File: src/rtl/if_pkg.sv
// rtl/if_pkg.sv - shared fetch/decode constants for the IF and ID stages
package if_pkg;

    localparam int XLEN = 32;
    localparam logic [31:0] NOP = 32'h0000_0000;

endpackage

File: src/rtl/if_id_queue.sv
// rtl/if_id_queue.sv - IF-to-ID fetch queue with flush, registered head, no bypass
module if_id_queue
    import if_pkg::*;
#(
    parameter int DEPTH = 2,
    parameter int XLEN  = if_pkg::XLEN
) (
    input  logic                       clk,
    input  logic                       rst,
    input  logic                       flush,
    input  logic                       in_valid,
    input  logic [XLEN-1:0]            in_pc,
    input  logic [XLEN-1:0]            in_inst,
    output logic                       in_ready,
    output logic                       out_valid,
    output logic [XLEN-1:0]            out_pc,
    output logic [XLEN-1:0]            out_inst,
    input  logic                       out_ready,
    output logic [$clog2(DEPTH):0]     count
);

    localparam int AW = $clog2(DEPTH);
    localparam int CW = AW + 1;

    logic [XLEN-1:0] pc_mem   [DEPTH];
    logic [XLEN-1:0] inst_mem [DEPTH];
    logic [AW-1:0]   wr_ptr;
    logic [AW-1:0]   rd_ptr;
    logic [CW-1:0]   cnt;
    logic            push;
    logic            pop;

    // Both handshakes look only at registered occupancy, so out_ready never reaches in_ready.
    assign in_ready  = (cnt < CW'(DEPTH));
    assign out_valid = (cnt != '0);
    assign push      = in_valid & in_ready & ~flush;
    assign pop       = out_valid & out_ready & ~flush;
    assign count     = cnt;

    assign out_pc   = out_valid ? pc_mem[rd_ptr]   : XLEN'(NOP);
    assign out_inst = out_valid ? inst_mem[rd_ptr] : XLEN'(NOP);

    always_ff @(posedge clk) begin
        if (!rst) begin
            wr_ptr <= '0;
            rd_ptr <= '0;
            cnt    <= '0;
        end else if (flush) begin
            wr_ptr <= '0;
            rd_ptr <= '0;
            cnt    <= '0;
        end else begin
            if (push) begin
                wr_ptr <= wr_ptr + AW'(1);
            end
            if (pop) begin
                rd_ptr <= rd_ptr + AW'(1);
            end
            case ({push, pop})
                2'b10:   cnt <= cnt + CW'(1);
                2'b01:   cnt <= cnt - CW'(1);
                default: cnt <= cnt;
            endcase
        end
    end

    // Storage is not reset; occupancy alone decides what is visible.
    always_ff @(posedge clk) begin
        if (push) begin
            pc_mem[wr_ptr]   <= in_pc;
            inst_mem[wr_ptr] <= in_inst;
        end
    end

endmodule

File: config.mk
export PLATFORM = sky130hd
export DESIGN_NAME = if_id_queue
export DESIGN_NICKNAME = d
export VERILOG_FILES = /design/src/rtl/if_pkg.sv /design/src/rtl/if_id_queue.sv
export SDC_FILE = /design/constraint.sdc
export NUM_CORES = 1
export LEC_CHECK = 0
export ABC_AREA = 1
export CAP_MARGIN = 10
export CORE_ASPECT_RATIO = 1.75
export CORE_UTILIZATION = 23
export CTS_CLUSTER_DIAMETER = 150
export DETAILED_ROUTE_END_ITERATION = 6
export SLEW_MARGIN = 25
export SYNTH_ARGS = -nofsm -noshare
export SYNTH_HDL_FRONTEND = slang
export SYNTH_SLANG_ARGS = --single-unit
export TNS_END_PERCENT = 30
File: constraint.sdc
create_clock -name clk -period 8.5 [get_ports clk]
set_input_delay 2.125 -clock clk [delete_from_list [all_inputs] [get_ports clk]]
set_output_delay 2.125 -clock clk [all_outputs]
set_load 0.005 [all_outputs]
; After elaboration in Yosys (flattened, before gate mapping)
; Memory sizes are Yosys's and may differ from the RTL's. A register that Yosys moved wholly into a read port is not among the register bits.
; Index checks and enable logic that the tools add are counted.
[totals]
ff_bits = 4
mem_count = 2
out_inout_bits = 68
wordCells = 30
mem_bits_rw = 128
inputBits = 69
[memory_table]
columns = name, depth, width, read_ports, rd_ports_with_merged_regs, wr, line
row1 = inst_mem, 2, 32, 1, 1, 1, if_id_queue.sv:26  ; logic [XLEN-1:0] inst_mem [DEPTH];
row2 = pc_mem, 2, 32, 1, 1, 1, if_id_queue.sv:25  ; logic [XLEN-1:0] pc_mem [DEPTH];
[op_classes]
n_lt_le_gt_ge = 1
n_mux = 9
addsub = 4
n_reduce_logical = 3
eq_ne = 2
n_bitwise = 6
[op_table]
columns = operator, count
row1 = $mux 32, 2
row2 = $mux 1, 6
row3 = $and 1x1->1, 4
row4 = $pmux 2 s2, 1
row5 = $reduce_bool 2->1, 2
row6 = $add 1x1->1 const B, 2
row7 = $add 2x1->2 const B, 1
row8 = $eq 2x1->1 const B, 1
row9 = $eq 2x2->1 const B, 1
row10 = $lt 2x2->1 const B, 1
row11 = $not 1->1, 2
row12 = $reduce_or 2->1, 1
row13 = $sub 2x1->2 const B, 1

; Depth between registers and ports, before layout
[depth]
depth_word = 5
ltp_mapped = 10
mapped_depth_nobuf = 10

; Least setup slack after synthesis
; Ideal clock, no wire load.
[synth_path]
path_kind = input -> register
startpoint = input flush
endpoint = memory inst_mem[0][0] (enable)
setup_slack_ns = 3.016
setup_time_ns = 0.486
required_ns = 8.014
stages = 3
n_path_buf = 0
arrival_ns = 4.998
cell_sequence = inv_1 nand3_1 nor2_1
[synth_via]
elab_chain_len = 4
[synth_lines]
columns = item, line
row1 = "start, declared", if_id_queue.sv:10  ; input logic flush,
row2 = $not 1->1, if_id_queue.sv:36  ; assign push = in_valid & in_ready & ~flush;
row3 = $and 1x1->1, if_id_queue.sv:36
row4 = $mux 1, if_id_queue.sv:69  ; if (push) begin
row5 = $mux 1 (implied by the code), if_id_queue.sv:71  ; inst_mem[wr_ptr] <= in_inst;
row6 = "end, declared", if_id_queue.sv:26
; No other way between the ends.

; Final worst setup path
[layout_path]
startpoint = register cnt[0] (netlist: count[0])
endpoint = output out_inst[30]
[layout_via]
elab_chain_len = 2
[layout_lines]
columns = item, line
row1 = "start, declared", if_id_queue.sv:29  ; logic [CW-1:0] cnt;
row2 = "start signal, assigned", if_id_queue.sv:60  ; 2'b10: cnt <= cnt + CW'(1);
row3 = "start signal, assigned", if_id_queue.sv:61  ; 2'b01: cnt <= cnt - CW'(1);
row4 = "start signal, assigned", if_id_queue.sv:62  ; default: cnt <= cnt;
row5 = $reduce_bool 2->1, if_id_queue.sv:35  ; assign out_valid = (cnt != '0);
row6 = $mux 32, if_id_queue.sv:41  ; assign out_inst = out_valid ? inst_mem[rd_ptr] : XLEN'(NOP);
row7 = "end, declared", if_id_queue.sv:17  ; output logic [XLEN-1:0] out_inst,
; No other way between the ends.

==> flow_summary.yaml <==
run_status:
  status: "complete, no violations"
finish:
  multi_input_comb_area_um2: 1175
  fillers: 2239
  regArea_um2: 3945
  layout-drive-gt1-share_pct: 18.39
  finalNetCount: 592
  syn_to_final_growth_pct: 40.67
sta:
  skew_ns: 0.007743
  fin_crit_ns: 4.520
  setup_slack_ns: 3.980
  slew_headroom_pct: 37.16
  fin_crit_sh_pct: 53.17
  tns_ns: 0
  hold_violations: 0
  maxSlewViolCount: 0
  fmax_mhz: 221.3
  rsz0062_at_grt: "false"
  tightest_slew_ns: 0.9426
  setup_viol: 0
placed_design:
  dp_slack_ns: 4.221
  routabilityCongestion: 0.6975
  hpwl_mm: 7.697
  portBuffers: 136
pwr:
  p_per_area_nw_per_um2: 206.4
  power.net_switching_mw: 0.3065
  p_int_mw: 1.246
  pwr-share-clk_pct: 45.6
  p_leak_nw: 2.474
  pwr-share-seq_pct: 47.9
  swShare_pct: 19.75
  p_comb_share_pct: 6.5
  peakVddDrop_mv: 0.09931
synth:
  ys_ff_latch: 133
  ys_seq_area_share_pct: 73.77
  ys_types: 20
  syn_avg_cell_area_um2: 14.03
  ys_warn_count: 0
  synth_enable_flop_cells: 128
  syn_nets: 451
  synth_flop_cell: "edfxtp_1"
  netlist_area_um2: 5346
  syn_inst: 381
  synthArstFlopShare_pct: 0
cts:
  cts_tree: "yes"
  postCtsSetupRepairBufs: 0
  clk_path_buf_depth: 2
  clock-root-buffer: "clkbuf_16"
  clock_latency_ns: 0.40
  cts_resized: 0
  clk_pin_slew_worst_paths_ns: 0.05
  cts_htree_levels: 4
  cts_hold_buffers: 0
  cts-buffers-inserted: 17
  cts_num_sinks: 133
global_routing:
  overflow: 0
  grt_antenna_before_repair: 2
  grt_max_degree: 65
  grt.total_usage_pct: 11.13
  grt_pass1_wl_mm: 18.95
  grt_pass1_vias: 3642
detailed_routing:
  num_vias: 3383
  wl_mm: 12.37
  avgRoutedWirePerCell_um: 14.81
  routed_via_density: 4.051
  dr.pass1.iters: 4
  drc: 0
  drt.antenna.violating_nets: 0
  first_iter_violations: 144
min_path:
  min_path_type: "flip-flop to flip-flop"
job:
  cap_violations: 0
critical_path:
  cpPeakStageDelay_ns: 0.61
  critPathArrivalTime_ns: 2.39
  start_kind: "flip-flop"
  cp.required_ns: 6.38
  path_class: "flip-flop to output port"
  cp_max_fo: 37
  path_buf_inv: 2
  critPathTopFamily: "buffers and inverters"
  crit_chain: "nor2_4, buf_4, a21oi_2, clkdlybuf4s50_1"
  endpoint_kind: "output port"
  slowest_stage: "buf_4"
die:
  fp.coreArea_um2: 22740
  start_util_pct: 23.51
  die_area_um2: 23880
  die_h_um: 203.7
  ios: 137
  rows: 73
  fp.dieW_um: 117.3
-- per-layer routing --
metal	global-route usage (%)	part of all wire (%)
met1	10.69	36
met2	20.61	57
met3	3.328	4.2
met4	5.877	2.3
met5	0	0
-- synth_stat cells, types with 2 or more instances --
library cell	number	share of area, %
nand2_1	134	9.4
edfxtp_1	128	72
a21oi_2	60	9.8
nor2_1	11	0.77
inv_1	8	0.56
buf_4	7	0.98
buf_12	6	2.2
buf_2	6	0.56
a21oi_1	5	0.47
dfxtp_1	5	1.9
nand3_1	2	0.19
-- registers in the layout (all words and copies together), names as in the netlist, named ones only --
register  flops
inst_mem     64
count         2
rd_ptr        1
pc_mem       64
wr_ptr        1
-- worst register-to-register path: stages, from the launching register on --
cell	delay, ns
dfxtp_1	0.36
inv_1	0.11
nand3_1	0.23
nor2_4	0.14
buf_4	0.74
-- layout by cell type (no fill, tap or decap) --
| cell | instances |
|---|---|
| buf_12 | 1 |
| dfxtp_2 | 1 |
| o21ai_0 | 1 |
| clkbuf_16 | 17 |
| nand4_1 | 1 |
| inv_1 | 8 |
| bufinv_16 | 3 |
| nor3_1 | 1 |
| ha_1 | 1 |
| inv_2 | 1 |
| a21oi_2 | 60 |
| clkinv_2 | 5 |
| nor2_1 | 9 |
| clkinv_4 | 1 |
| nand3_1 | 2 |
| edfxtp_1 | 128 |
| clkinv_1 | 2 |
| xor2_1 | 1 |
| nand2_1 | 134 |
| clkbuf_1 | 1 |
| clkinvlp_4 | 1 |
| clkdlybuf4s50_1 | 136 |
| buf_4 | 5 |
| a31oi_1 | 1 |
| a21oi_1 | 5 |
| diode_2 | 2 |
| dfxtp_1 | 4 |
| nor2_4 | 3 |
-- power by group through the flow --
stage | logic [mW] | registers [mW] | clock network, mW
3_3_place_gp | 0.100 | 0.756 | 0
6_report | 0.100 | 0.744 | 0.708
3_5_place_dp | 0.103 | 0.757 | 0
2_1_floorplan | 0.0410 | 0.757 | 0
4_1_cts | 0.103 | 0.743 | 0.732
5_1_grt | 0.110 | 0.745 | 0.758
-- final cells by class --
cell class	count	share of cell area, %
diodes	2	0.06654
multi-input cells	219	15.62
inverters	9	0.4492
flip-flops and latches	133	52.45
clock buffers	18	5.706
well taps	300	4.991
repair buffers	142	18.87
clock inverters	12	1.847
-- cells by family after synthesis --
kind of cell,count (synthesis),synth area share (%)
AND/OR/NAND/NOR,150,10.70
buffers and inverters,29,4.634
XOR/XNOR,1,0.1638
flip-flops,133,73.77
adder cells (fa/ha/maj),1,0.2340
AO/OA/AOI/OAI,67,10.51
-- worst paths after layout --
path,start,end,slack (ns),cells after the start
hold reg to reg,rd_ptr,rd_ptr,0.51,2
setup reg to reg,count[1],pc_mem[1][31],6.50,4
setup / recovery,count[0],out_inst[30],3.98,4
hold / removal,rd_ptr,rd_ptr,0.51,2
-- metrics by stage --
stage / hold WS, ns / utilization, % / cell area, um2 / power [mW] / cells
2_1_floorplan: 0.4645 / - / 5346 / 0.7984 / 381
3_3_place_gp: 0.4754 / 30.46 / 6928 / 0.8564 / 802
3_5_place_dp: 0.5093 / 30.55 / 6948 / 0.8598 / 803
4_1_cts: 0.5209 / 33.05 / 7516 / 1.579 / 833
5_1_grt: 0.5641 / 33.06 / 7518 / 1.613 / 834
6_report: 0.5140 / 33.07 / 7521 / 1.552 / 835
Note: power is estimated with default switching activity, not from simulation.
